## src/rtl/definitions_pkg.sv

```systemverilog
// Shared RV32I types for the multicycle core.
// Opcodes, instruction fields, ALU ops and controller enums.
package definitions_pkg;

    localparam int F7_ALT_BIT = 5;

    typedef enum logic [6:0] {
        OP_LOAD    = 7'b0000011,
        OP_S       = 7'b0100011,
        OP_I_ALU   = 7'b0010011,
        OP_R       = 7'b0110011,
        OP_B       = 7'b1100011,
        OP_J_JAL   = 7'b1101111,
        OP_I_JALR  = 7'b1100111,
        OP_U_LUI   = 7'b0110111,
        OP_U_AUIPC = 7'b0010111,
        OP_I_ECALL = 7'b1110011
    } opcode_e;

    typedef struct packed {
        logic [6:0] funct7;
        logic [4:0] rs2;
        logic [4:0] rs1;
        logic [2:0] funct3;
        logic [4:0] rd;
        logic [6:0] opcode;
    } instruction_t;

    typedef enum logic [3:0] {
        ALU_ADD  = 4'd0,
        ALU_SUB  = 4'd1,
        ALU_SLL  = 4'd2,
        ALU_SLT  = 4'd3,
        ALU_SLTU = 4'd4,
        ALU_XOR  = 4'd5,
        ALU_SRL  = 4'd6,
        ALU_SRA  = 4'd7,
        ALU_OR   = 4'd8,
        ALU_AND  = 4'd9
    } alu_e;

    typedef enum logic [2:0] {
        IMM_I = 3'd0,
        IMM_S = 3'd1,
        IMM_B = 3'd2,
        IMM_U = 3'd3,
        IMM_J = 3'd4
    } imm_src_e;

    typedef enum logic [4:0] {
        S_IDLE, S_FETCH, S_DECODE, S_MEMADR,
        S_MEMRD, S_MEMWB, S_MEMWR, S_EXEC_R,
        S_EXEC_I, S_ALUWB, S_BRANCH, S_JALR,
        S_JAL, S_LUI, S_AUIPC, S_HALT, S_TRAP
    } ctrl_state_e;

    typedef enum logic [1:0] {
        SRC_A_PC    = 2'b00,
        SRC_A_OLDPC = 2'b01,
        SRC_A_RS1   = 2'b10
    } alu_src_a_e;

    typedef enum logic [1:0] {
        SRC_B_RS2  = 2'b00,
        SRC_B_IMM  = 2'b01,
        SRC_B_FOUR = 2'b10
    } alu_src_b_e;

    typedef enum logic [1:0] {
        RES_ALUOUT = 2'b00,
        RES_MEM    = 2'b01,
        RES_ALU    = 2'b10,
        RES_IMM    = 2'b11
    } result_src_e;

endpackage

```

## src/rtl/rv32i_alu_decoder.sv

```systemverilog
// ALU operation decode for R and I_ALU instructions.
// SUB only for R-type; funct7 alt bit picks SRA.
module rv32i_alu_decoder
    import definitions_pkg::*;
(
    input  logic [6:0] opcode,
    input  logic [2:0] funct3,
    input  logic       funct7_alt,
    output alu_e       alu_op
);

    logic is_r;
    assign is_r = (opcode == OP_R);

    // Map funct3 to the ALU function
    always_comb begin
        alu_op = ALU_ADD;
        unique case (funct3)
            3'b000: alu_op = (is_r && funct7_alt) ? ALU_SUB : ALU_ADD;
            3'b001: alu_op = ALU_SLL;
            3'b010: alu_op = ALU_SLT;
            3'b011: alu_op = ALU_SLTU;
            3'b100: alu_op = ALU_XOR;
            3'b101: alu_op = funct7_alt ? ALU_SRA : ALU_SRL;
            3'b110: alu_op = ALU_OR;
            3'b111: alu_op = ALU_AND;
            default: alu_op = ALU_ADD;
        endcase
    end

endmodule

```

## src/rtl/rv32i_mc_controller.sv

```systemverilog
// Multicycle control FSM for the RV32I datapath.
// Sequences fetch/decode/execute/mem/writeback; counts retires.
module rv32i_mc_controller
    import definitions_pkg::*;
#(
    parameter int INSTRET_W = 32
) (
    input  logic                 clk,
    input  logic                 rst,
    input  instruction_t         instr,
    input  logic                 alu_zero,
    input  logic                 alu_lt,
    input  logic                 alu_ltu,
    input  logic                 mem_ready,
    output logic                 mem_req,
    output logic                 mem_we,
    output logic                 adr_src,
    output logic                 ir_we,
    output logic                 pc_we,
    output logic                 reg_we,
    output alu_src_a_e           alu_src_a,
    output alu_src_b_e           alu_src_b,
    output result_src_e          result_src,
    output alu_e                 alu_op,
    output imm_src_e             imm_src,
    output logic                 halt,
    output logic                 illegal,
    output logic [INSTRET_W-1:0] instret
);

    ctrl_state_e state;
    ctrl_state_e next;
    alu_e        dec_op;
    logic [6:0]  op;
    logic [2:0]  f3;
    logic        bad_f3;
    logic        taken;

    assign op = instr.opcode;
    assign f3 = instr.funct3;

    rv32i_alu_decoder u_alu_dec (
        .opcode     (op),
        .funct3     (f3),
        .funct7_alt (instr.funct7[F7_ALT_BIT]),
        .alu_op     (dec_op)
    );

    // Reject funct3 encodings with no defined meaning
    always_comb begin
        bad_f3 = 1'b0;
        case (op)
            OP_LOAD:   bad_f3 = (f3 == 3'b011) || (f3 >= 3'b110);
            OP_S:      bad_f3 = (f3 >= 3'b011);
            OP_B:      bad_f3 = (f3 == 3'b010) || (f3 == 3'b011);
            OP_I_JALR: bad_f3 = (f3 != 3'b000);
            default:   bad_f3 = 1'b0;
        endcase
    end

    // Branch condition from the datapath comparison flags
    always_comb begin
        taken = 1'b0;
        case (f3)
            3'b000:  taken = alu_zero;
            3'b001:  taken = !alu_zero;
            3'b100:  taken = alu_lt;
            3'b101:  taken = !alu_lt;
            3'b110:  taken = alu_ltu;
            3'b111:  taken = !alu_ltu;
            default: taken = 1'b0;
        endcase
    end

    // Next-state selection
    always_comb begin
        next = state;
        unique case (state)
            S_IDLE:   next = S_FETCH;
            S_FETCH:  if (mem_ready) next = S_DECODE;
            S_DECODE: begin
                case (op)
                    OP_LOAD, OP_S: next = S_MEMADR;
                    OP_I_ALU:      next = S_EXEC_I;
                    OP_R:          next = S_EXEC_R;
                    OP_B:          next = S_BRANCH;
                    OP_J_JAL:      next = S_JAL;
                    OP_I_JALR:     next = S_JALR;
                    OP_U_LUI:      next = S_LUI;
                    OP_U_AUIPC:    next = S_AUIPC;
                    OP_I_ECALL:    next = S_HALT;
                    default:       next = S_TRAP;
                endcase
                if (bad_f3) next = S_TRAP;
            end
            S_MEMADR: begin
                if (op == OP_LOAD) next = S_MEMRD;
                else               next = S_MEMWR;
            end
            S_MEMRD:  if (mem_ready) next = S_MEMWB;
            S_MEMWB:  next = S_FETCH;
            S_MEMWR:  if (mem_ready) next = S_FETCH;
            S_EXEC_R: next = S_ALUWB;
            S_EXEC_I: next = S_ALUWB;
            S_ALUWB:  next = S_FETCH;
            S_BRANCH: next = S_FETCH;
            S_JALR:   next = S_JAL;
            S_JAL:    next = S_ALUWB;
            S_LUI:    next = S_FETCH;
            S_AUIPC:  next = S_ALUWB;
            S_HALT:   next = S_HALT;
            S_TRAP:   next = S_TRAP;
            default:  next = S_IDLE;
        endcase
    end

    // State register and retire counter
    always_ff @(posedge clk or posedge rst) begin
        if (rst) begin
            state   <= S_IDLE;
            instret <= '0;
        end else begin
            state <= next;
            if (next == S_FETCH && state != S_IDLE
                && state != S_FETCH)
                instret <= instret + INSTRET_W'(1);
        end
    end

    // Moore output decode, with ready/flag gating
    always_comb begin
        mem_req    = 1'b0;
        mem_we     = 1'b0;
        adr_src    = 1'b0;
        ir_we      = 1'b0;
        pc_we      = 1'b0;
        reg_we     = 1'b0;
        alu_src_a  = SRC_A_PC;
        alu_src_b  = SRC_B_RS2;
        result_src = RES_ALUOUT;
        alu_op     = ALU_ADD;
        imm_src    = IMM_I;
        halt       = 1'b0;
        illegal    = 1'b0;
        unique case (state)
            S_FETCH: begin
                mem_req    = 1'b1;
                alu_src_b  = SRC_B_FOUR;
                result_src = RES_ALU;
                ir_we      = mem_ready;
                pc_we      = mem_ready;
            end
            S_DECODE: begin
                alu_src_a = SRC_A_OLDPC;
                alu_src_b = SRC_B_IMM;
                if (op == OP_J_JAL) imm_src = IMM_J;
                else                imm_src = IMM_B;
            end
            S_MEMADR: begin
                alu_src_a = SRC_A_RS1;
                alu_src_b = SRC_B_IMM;
                if (op == OP_LOAD) imm_src = IMM_I;
                else               imm_src = IMM_S;
            end
            S_MEMRD: begin
                mem_req = 1'b1;
                adr_src = 1'b1;
            end
            S_MEMWB: begin
                result_src = RES_MEM;
                reg_we     = 1'b1;
            end
            S_MEMWR: begin
                mem_req = 1'b1;
                mem_we  = 1'b1;
                adr_src = 1'b1;
            end
            S_EXEC_R: begin
                alu_src_a = SRC_A_RS1;
                alu_op    = dec_op;
            end
            S_EXEC_I: begin
                alu_src_a = SRC_A_RS1;
                alu_src_b = SRC_B_IMM;
                alu_op    = dec_op;
            end
            S_ALUWB: reg_we = 1'b1;
            S_BRANCH: begin
                alu_src_a = SRC_A_RS1;
                alu_op    = ALU_SUB;
                pc_we     = taken;
            end
            S_JALR: begin
                alu_src_a = SRC_A_RS1;
                alu_src_b = SRC_B_IMM;
            end
            S_JAL: begin
                alu_src_a = SRC_A_OLDPC;
                alu_src_b = SRC_B_FOUR;
                pc_we     = 1'b1;
            end
            S_LUI: begin
                imm_src    = IMM_U;
                result_src = RES_IMM;
                reg_we     = 1'b1;
            end
            S_AUIPC: begin
                alu_src_a = SRC_A_OLDPC;
                alu_src_b = SRC_B_IMM;
                imm_src   = IMM_U;
            end
            S_HALT:  halt    = 1'b1;
            S_TRAP:  illegal = 1'b1;
            default: ;
        endcase
    end

endmodule

```

## config.mk

```make
export PLATFORM = sky130hd
export DESIGN_NAME = rv32i_mc_controller
export DESIGN_NICKNAME = d
export VERILOG_FILES = /design/src/rtl/definitions_pkg.sv /design/src/rtl/rv32i_alu_decoder.sv /design/src/rtl/rv32i_mc_controller.sv
export SDC_FILE = /design/constraint.sdc
export NUM_CORES = 1
export LEC_CHECK = 0
export CAP_MARGIN = 25
export CORE_ASPECT_RATIO = 1.5
export CORE_MARGIN = 2
export CORE_UTILIZATION = 30
export DETAILED_ROUTE_END_ITERATION = 10
export DONT_BUFFER_PORTS = 1
export PLACE_DENSITY = 0.5
export SYNTH_ARGS = -nofsm -noshare
export SYNTH_HDL_FRONTEND = slang
export SYNTH_SLANG_ARGS = --single-unit
```

## constraint.sdc

```tcl
create_clock -name clk -period 4.2 [get_ports clk]
set_clock_uncertainty 0.1 [all_clocks]
set_input_delay 0.21 -clock clk [delete_from_list [all_inputs] [get_ports clk]]
set_output_delay 0.21 -clock clk [all_outputs]
set_load 0.005 [all_outputs]
```

==> results by group, run 1 <==
Run status
  – Status: completed

GRT
  – Initial antenna violation count: 0
  – Total GRT Usage: 0.148
  – Number of global-route vias before repair: 2285
  – First-pass GRT wire length: 11.2 mm
  – Largest net degree at the start of global routing: 38
  – Total grt overflow: 0

Die
  – Initial core utilization: 0.303
  – Die Area: 9600 um^2
  – Site Rows: 42
  – Chip width: 80.7 um
  – Std-Cell Core Area: 8720 um^2
  – I/O pins: 91
  – Die height: 119 um

Final layout
  – Commonest non-fill, non-tap cell in the layout: dfrtp_1
  – Diode count: 0
  – Syn-to-layout area delta: 8.42%
  – Layout cells sized above 1: 0.0915
  – Layout fillers: 955
  – Commonest cells after routing, fill and taps aside: dfrtp_1, xor2_1, nor2_1
  – Fin nets: 344
  – Register area: 926 um^2
  – Finished Core Util: 0.329
  – Area of the multi-input gates: 1590 um^2

Logic synthesis
  – Post-Syn Area: 2650 um^2
  – Synth area leaders: dfrtp_1, xor2_1, nor2_1
  – Number of synthesized flops with an enable pin: 0
  – Yosys reg bits: 37
  – Share of the synthesized area in the top cell type: 0.350
  – Post-Syn Instances: 314
  – Yosys cell types: 56
  – Syn_nets: 353
  – Post-synthesis sequential area ratio: 0.350
  – Mapped Avg Cell Area: 8.43 um^2
  – Yosys Warn Count: 0
  – Ys async rst share: 1.00
  – Yosys top cell by area: dfrtp_1
  – Ys flop type: dfrtp_1

Power and ir drop
  – Worst IR Drop VDD: 0.233 mV
  – Pwr dens: 554 nW/um^2
  – P_leak: 1.32 nW

CTS
  – Htree depth: 2
  – CTS buffer count: 5
  – Clock Tree Root: clkbuf_16
  – CTS tree: built
  – Skew-Pair Late Insertion Delay: 0.28 ns
  – Clk slew on worst S/H paths: 0.06 ns
  – Num Clock Sinks: 37
  – Max Buffers Root-to-Sink: 2

Setup path
  – Worst Path Class, Setup: reg2reg
  – CP Cell Sequence: nor2_1 > nand4_1 > nor3_1 > and3_1 > o211ai_2 > buf_4 > nor3_2 > mux2_2
  – Top delay family on crit path: simple AND/OR/NAND/NOR gates
  – Worst reg2reg path depth: 8
  – Max stage delay on crit path: 0.55 ns
  – Slack of the worst reg-to-reg path: 1.12 ns
  – R2R Path End: instret[1]
  – Crit-path slowest cell: dfrtp_1
  – Critical Path Fanout Max: 31
  – Worst setup EP type: flop
  – Worst EP required: 4.27 ns
  – FF-to-FF Start: state[2]
  – CP startpoint kind: flop
  – Critical path arrival: 3.15 ns
  – WP buf/inv: 1

Detailed routing
  – Drt wl/cell: 16.1 um
  – Via density: 5.35
  – Post-route ant nets: 0
  – Total number of vias: 2224
  – WL final: 6.71 mm
  – Initial DRC count: 88
  – Drt first pass iters: 4
  – Post-route DRC: 0

Place
  – Port Buffers: 0
  – RD Place Congestion: 0.832
  – DP Worst Slack: 1.14 ns
  – Hpwl dp: 4.80 mm

STA
  – TNS Setup: 0 ns
  – Least-Margin Pin Slew: 0.699 ns
  – Final setup fails: 0
  – Fin. Hold Viols: 0
  – Tmin final: 3.08 ns
  – Final worst slack: 1.12 ns
  – Hold_ws: 0.0579 ns
  – Slew HR: 0.522
  – Final Max Slew Viols: 0
  – Tcrit/Tclk final: 0.734
  – RSZ-0062 raised after global routing: no
  – Max frequency: 324 MHz

Hold path
  – Worst hold path endpoint: state[4]
  – Hold/Removal Path Class: in2reg
  – WHS Path Cells: 2
  – Hold Startpoint: instr[13]

Flow run
  – Max Cap Viol: 0
-- through the flow --
stage | total power [mW] | std cells | area, um^2
final | 1.59 | 416 | 2870
after CTS | 1.62 | 416 | 2870
after global placement | 1.21 | 407 | 2700
after detailed placement | 1.21 | 407 | 2700
after global routing | 1.72 | 416 | 2870
after floorplan | 1.05 | 314 | 2650
-- kinds of logic after synthesis --
family          after synthesis  synth area share
compound gates               54             0.141
simple gates                159             0.333
flops                        37             0.350
mux                           3            0.0118
xor+xnor                     33             0.109
fa+ha+maj                     1           0.00473
buf+inv                      27            0.0506
-- state kept, by name, indices dropped and copies added (netlist names) --
| register | cells |
|---|---|
| state | 5 |
| instret | 32 |
-- cell usage after synthesis (2+ instances only) --
| library cell | n |
|---|---|
| nor2_1 | 28 |
| mux2i_1 | 2 |
| nor4b_1 | 2 |
| o21bai_1 | 2 |
| nor3b_1 | 4 |
| and4_1 | 3 |
| buf_4 | 2 |
| xor2_1 | 31 |
| or2_2 | 4 |
| nand2_1 | 25 |
| and2_1 | 7 |
| nand4_1 | 7 |
| and3b_1 | 3 |
| nand2b_1 | 9 |
| nand3_1 | 17 |
| a31oi_1 | 5 |
| o21ai_0 | 12 |
| clkbuf_1 | 10 |
| nor2b_1 | 5 |
| inv_1 | 6 |
| buf_6 | 2 |
| a21oi_1 | 17 |
| nor3_1 | 19 |
| and3_1 | 12 |
| buf_2 | 5 |
| a211oi_1 | 2 |
| xnor2_1 | 2 |
| nor4_1 | 7 |
| dfrtp_1 | 37 |
-- layout make-up --
class / count / share of cell area
clock buffer: 7 / 0.0532
clock inverter: 1 / 0.00174
inverter: 7 / 0.0100
multi-input combinational: 250 / 0.553
sequential: 37 / 0.323
tap: 110 / 0.0480
timing repair buffer: 4 / 0.0113
-- metal layers --
| layer | vias to the layer above | share of wire | GRT usage |
|---|---|---|---|
| li1 | 1102 | - | - |
| met1 | 1045 | 0.42 | 0.171 |
| met2 | 70 | 0.50 | 0.249 |
| met3 | 7 | 0.066 | 0.0470 |
| met4 | 0 | 0.018 | 0.0572 |
| met5 | - | 0 | 0 |
-- worst max path at each step --
stage | slack, ns | end | depth (start not counted) | startpoint
6_report | 1.12 | instret[1] | 8 | state[2]
5_1_grt | 0.91 | instret[1] | 8 | state[2]
4_1_cts | 1.13 | instret[1] | 8 | state[2]
3_5_place_dp | 1.14 | instret[1] | 8 | state[2]
3_3_place_gp | 1.17 | instret[1] | 8 | state[2]
2_1_floorplan | 1.79 | instret[11] | 8 | state[2]
-- timing repair --
| item | CTS | global route |
|---|---|---|
| resized for setup | 0 | 0 |
| buffers inserted | 0 | 0 |
| hold buffers | 1 | 0 |
| hold endpoints to repair | 37 | 0 |
-- power by group --
group          switching (mW)  total [mW]  internal [mW]
Clock                   0.146       0.397          0.251
Sequential              0.116       0.519          0.403
Combinational           0.452       0.675          0.223
Total                   0.713        1.59          0.877
Note: power is estimated with default switching activity, not from simulation.
==> run 2: changes to the inputs <==
--- a/config.mk
+++ b/config.mk
@@ -11,7 +11,7 @@
 export CORE_UTILIZATION = 30
 export DETAILED_ROUTE_END_ITERATION = 10
 export DONT_BUFFER_PORTS = 1
-export PLACE_DENSITY = 0.5
+export PLACE_DENSITY = 0.51
 export SYNTH_ARGS = -nofsm -noshare
 export SYNTH_HDL_FRONTEND = slang
 export SYNTH_SLANG_ARGS = --single-unit
==> constraint.sdc (replaced) <==
create_clock -name clk -period 2.65 [get_ports clk]
set_clock_uncertainty 0.1 [all_clocks]
set_input_delay 0.1325 -clock clk [delete_from_list [all_inputs] [get_ports clk]]
set_output_delay 0.1325 -clock clk [all_outputs]
set_load 0.005 [all_outputs]
==> run 2 against run 1 <==
Net effect: cell count grew 3.6%; non-clock buffer count is 17 higher; hold slack worse by 0.041 ns; largest cell class unchanged; highest routed layer unchanged; worst setup slack worse by 0.87 ns; largest power group unchanged.
==> results by group, run 2 (synthesized netlist as in run 1, its figures left out) <==
Place
  – Port Buffers: 0 (unchanged)
  – RD Place Congestion: 0.799 (was 0.832)
  – Post-placement cell area: 2850 um^2 (was 2700 um^2)
  – Hpwl dp: 5.26 mm (was 4.80 mm)

CTS
  – Htree depth: 2 (unchanged)
  – CTS tree: built (unchanged)
  – Clk slew on worst S/H paths: 0.06 ns (about the same)
  – Num Clock Sinks: 37 (unchanged)
  – Skew-Pair Late Insertion Delay: 0.28 ns (about the same)
  – Clock Tree Root: clkbuf_16 (unchanged)
  – CTS buffer count: 5 (unchanged)
  – Post-CTS setup buffer count: 0 (unchanged)
  – Max Buffers Root-to-Sink: 2 (unchanged)

Setup path
  – FF-to-FF Start: state[0] (was state[2])
  – Crit-path slowest cell: dfrtp_1 (unchanged)
  – Worst setup EP type: flop (unchanged)
  – Slack of the worst reg-to-reg path: 0.24 ns (was 1.12 ns)
  – WP depth: 8 (unchanged)
  – WP buf/inv: 1 (unchanged)
  – Critical path arrival: 2.51 ns (was 3.15 ns)
  – CP startpoint kind: flop (unchanged)
  – Crit. Startpoint: state[0] (was state[2])
  – Worst EP required: 2.76 ns (was 4.27 ns)
  – Worst reg2reg path depth: 8 (unchanged)
  – Critical path endpoint: instret[7] (was instret[1])
  – Top delay family on crit path: simple AND/OR/NAND/NOR gates (unchanged)
  – Critical Path Fanout Max: 30 (was 31)
  – Max stage delay on crit path: 0.52 ns (was 0.55 ns)
  – Worst Path Class, Setup: reg2reg (unchanged)
  – R2R Path End: instret[7] (was instret[1])
  – CP Cell Sequence: nor2_1 > nand4_1 > nor3_1 > and3_1 > o211ai_2 > buf_12 > nor4_1 > xor2_1 (was nor2_1 > nand4_1 > nor3_1 > and3_1 > o211ai_2 > buf_4 > nor3_2 > mux2_2)

Final layout
  – Commonest non-fill, non-tap cell in the layout: dfrtp_1 (unchanged)
  – Fin nets: 361 (was 344)
  – Design area: 3000 um^2 (was 2870 um^2)
  – Layout cells sized above 1: 0.134 (was 0.0915)
  – Syn-to-layout area delta: 13.5% (was 8.42%)
  – Largest regs: instret (32), state (5) (unchanged)
  – Commonest cells after routing, fill and taps aside: dfrtp_1, xor2_1, nor2_1 (unchanged)
  – Largest register FFs: 32 (unchanged)
  – Most flop-heavy register: instret (unchanged)
  – Diode count: 0 (unchanged)

STA
  – Final setup fails: 0 (unchanged)
  – Max frequency: 416 MHz (was 324 MHz)
  – Slew HR: 0.408 (was 0.522)
  – Final Max Slew Viols: 0 (unchanged)
  – Tcrit/Tclk final: 0.908 (was 0.734)
  – Tmin final: 2.41 ns (was 3.08 ns)
  – Least-Margin Pin Slew: 0.887 ns (was 0.699 ns)
  – RSZ-0062 raised after global routing: no (unchanged)
  – TNS Setup: 0 ns (unchanged)
  – Fin. Hold Viols: 0 (unchanged)

Detailed routing
  – Post-route ant nets: 0 (unchanged)
  – Via density: 5.35 (about the same)
  – Post-route DRC: 0 (unchanged)
  – Total number of vias: 2308 (was 2224)
  – Initial DRC count: 101 (was 88)
  – WL final: 7.03 mm (was 6.71 mm)
  – Drt first pass iters: 4 (unchanged)
  – Drt wl/cell: 16.3 um (was 16.1 um)

Die
  – Die Area: 9600 um^2 (unchanged)
  – I/O pins: 91 (unchanged)
  – Std-Cell Core Area: 8720 um^2 (unchanged)
  – Initial core utilization: 0.303 (unchanged)
  – Chip width: 80.7 um (unchanged)
  – Die height: 119 um (unchanged)
  – Site Rows: 42 (unchanged)

Power and ir drop
  – P_leak: 1.40 nW (was 1.32 nW)
  – Pwr dens: 882 nW/um^2 (was 554 nW/um^2)
  – Worst IR Drop VDD: 0.416 mV (was 0.233 mV)

GRT
  – Initial antenna violation count: 0 (unchanged)
  – Total GRT Usage: 0.152 (was 0.148)
  – Total grt overflow: 0 (unchanged)
  – Number of global-route vias before repair: 2242 (was 2285)
  – First-pass GRT wire length: 11.5 mm (was 11.2 mm)
  – Largest net degree at the start of global routing: 31 (was 38)

Hold path
  – Hold/Removal Path Class: in2reg (unchanged)

Run status
  – Status: completed (unchanged)

Flow run
  – Max Cap Viol: 0 (unchanged)
==> run 2: layout make-up <==
cell class	count	area (um^2)
Clock buffer	5	125
Timing Repair Buffer	21	188
Clock inverter	1	5.00
Multi-Input combinational cell	250	1590
Inverter	7	28.8
Fill cell	940	5720
Sequential cell	37	926
Tap cell	110	138
==> run 2: worst min-delay path by stage <==
| stage | startpoint | endpoint | slack (ns) | depth (start not counted) |
|---|---|---|---|---|
| floorplan | rst | instret[0] | 0.21 | 1 |
| global placement | rst | instret[0] | 0.17 | 1 |
| detailed placement | rst | instret[0] | 0.17 | 1 |
| CTS | mem_ready | state[2] | 0.01 | 3 |
| global route | mem_ready | state[2] | 0.07 | 3 |
| finish | mem_ready | state[2] | 0.02 | 3 |
==> run 2: metrics by stage <==
step | power, mW | utilization | worst slack (ns) | hold WS [ns] | cells
detailed placement | 2.11 | 0.326 | 0.253 | 0.170 | 423
floorplan | 1.67 | - | 0.243 | 0.212 | 314
global placement | 2.10 | 0.326 | 0.255 | 0.168 | 423
CTS | 2.68 | 0.344 | 0.228 | 0.0125 | 431
global route | 2.83 | 0.344 | 0.00336 | 0.0742 | 431
finish | 2.65 | 0.344 | 0.244 | 0.0171 | 431
==> run 2: metal layers <==
layer | vias up | part of all wire | GRT usage
li1 | 1133 | - | -
met1 | 1100 | 0.40 | 0.172
met2 | 64 | 0.51 | 0.258
met3 | 11 | 0.067 | 0.0500
met4 | 0 | 0.022 | 0.0593
met5 | - | 0 | 0
==> run 2: worst register-to-register path: stages, from the launching register on <==
cell	delay [ns]
dfrtp_1	0.52
nor2_1	0.20
nand4_1	0.18
nor3_1	0.27
and3_1	0.24
o211ai_2	0.13
buf_12	0.20
nor4_1	0.32
xor2_1	0.17
==> run 2: timing repair <==
action | 4_1_cts | 5_1_grt
hold buffers | 2 | 0
endpoints found under the hold margin | 22 | 0
setup endpoints to repair | 0 | 1
resized for setup | 0 | 1
==> run 2: where the power goes <==
part / leakage, nW / switching [mW] / internal, mW / total, mW
Clock: 0.0655 / 0.219 / 0.336 / 0.554
Combinational: 0.833 / 0.803 / 0.522 / 1.32
Sequential: 0.500 / 0.130 / 0.640 / 0.769
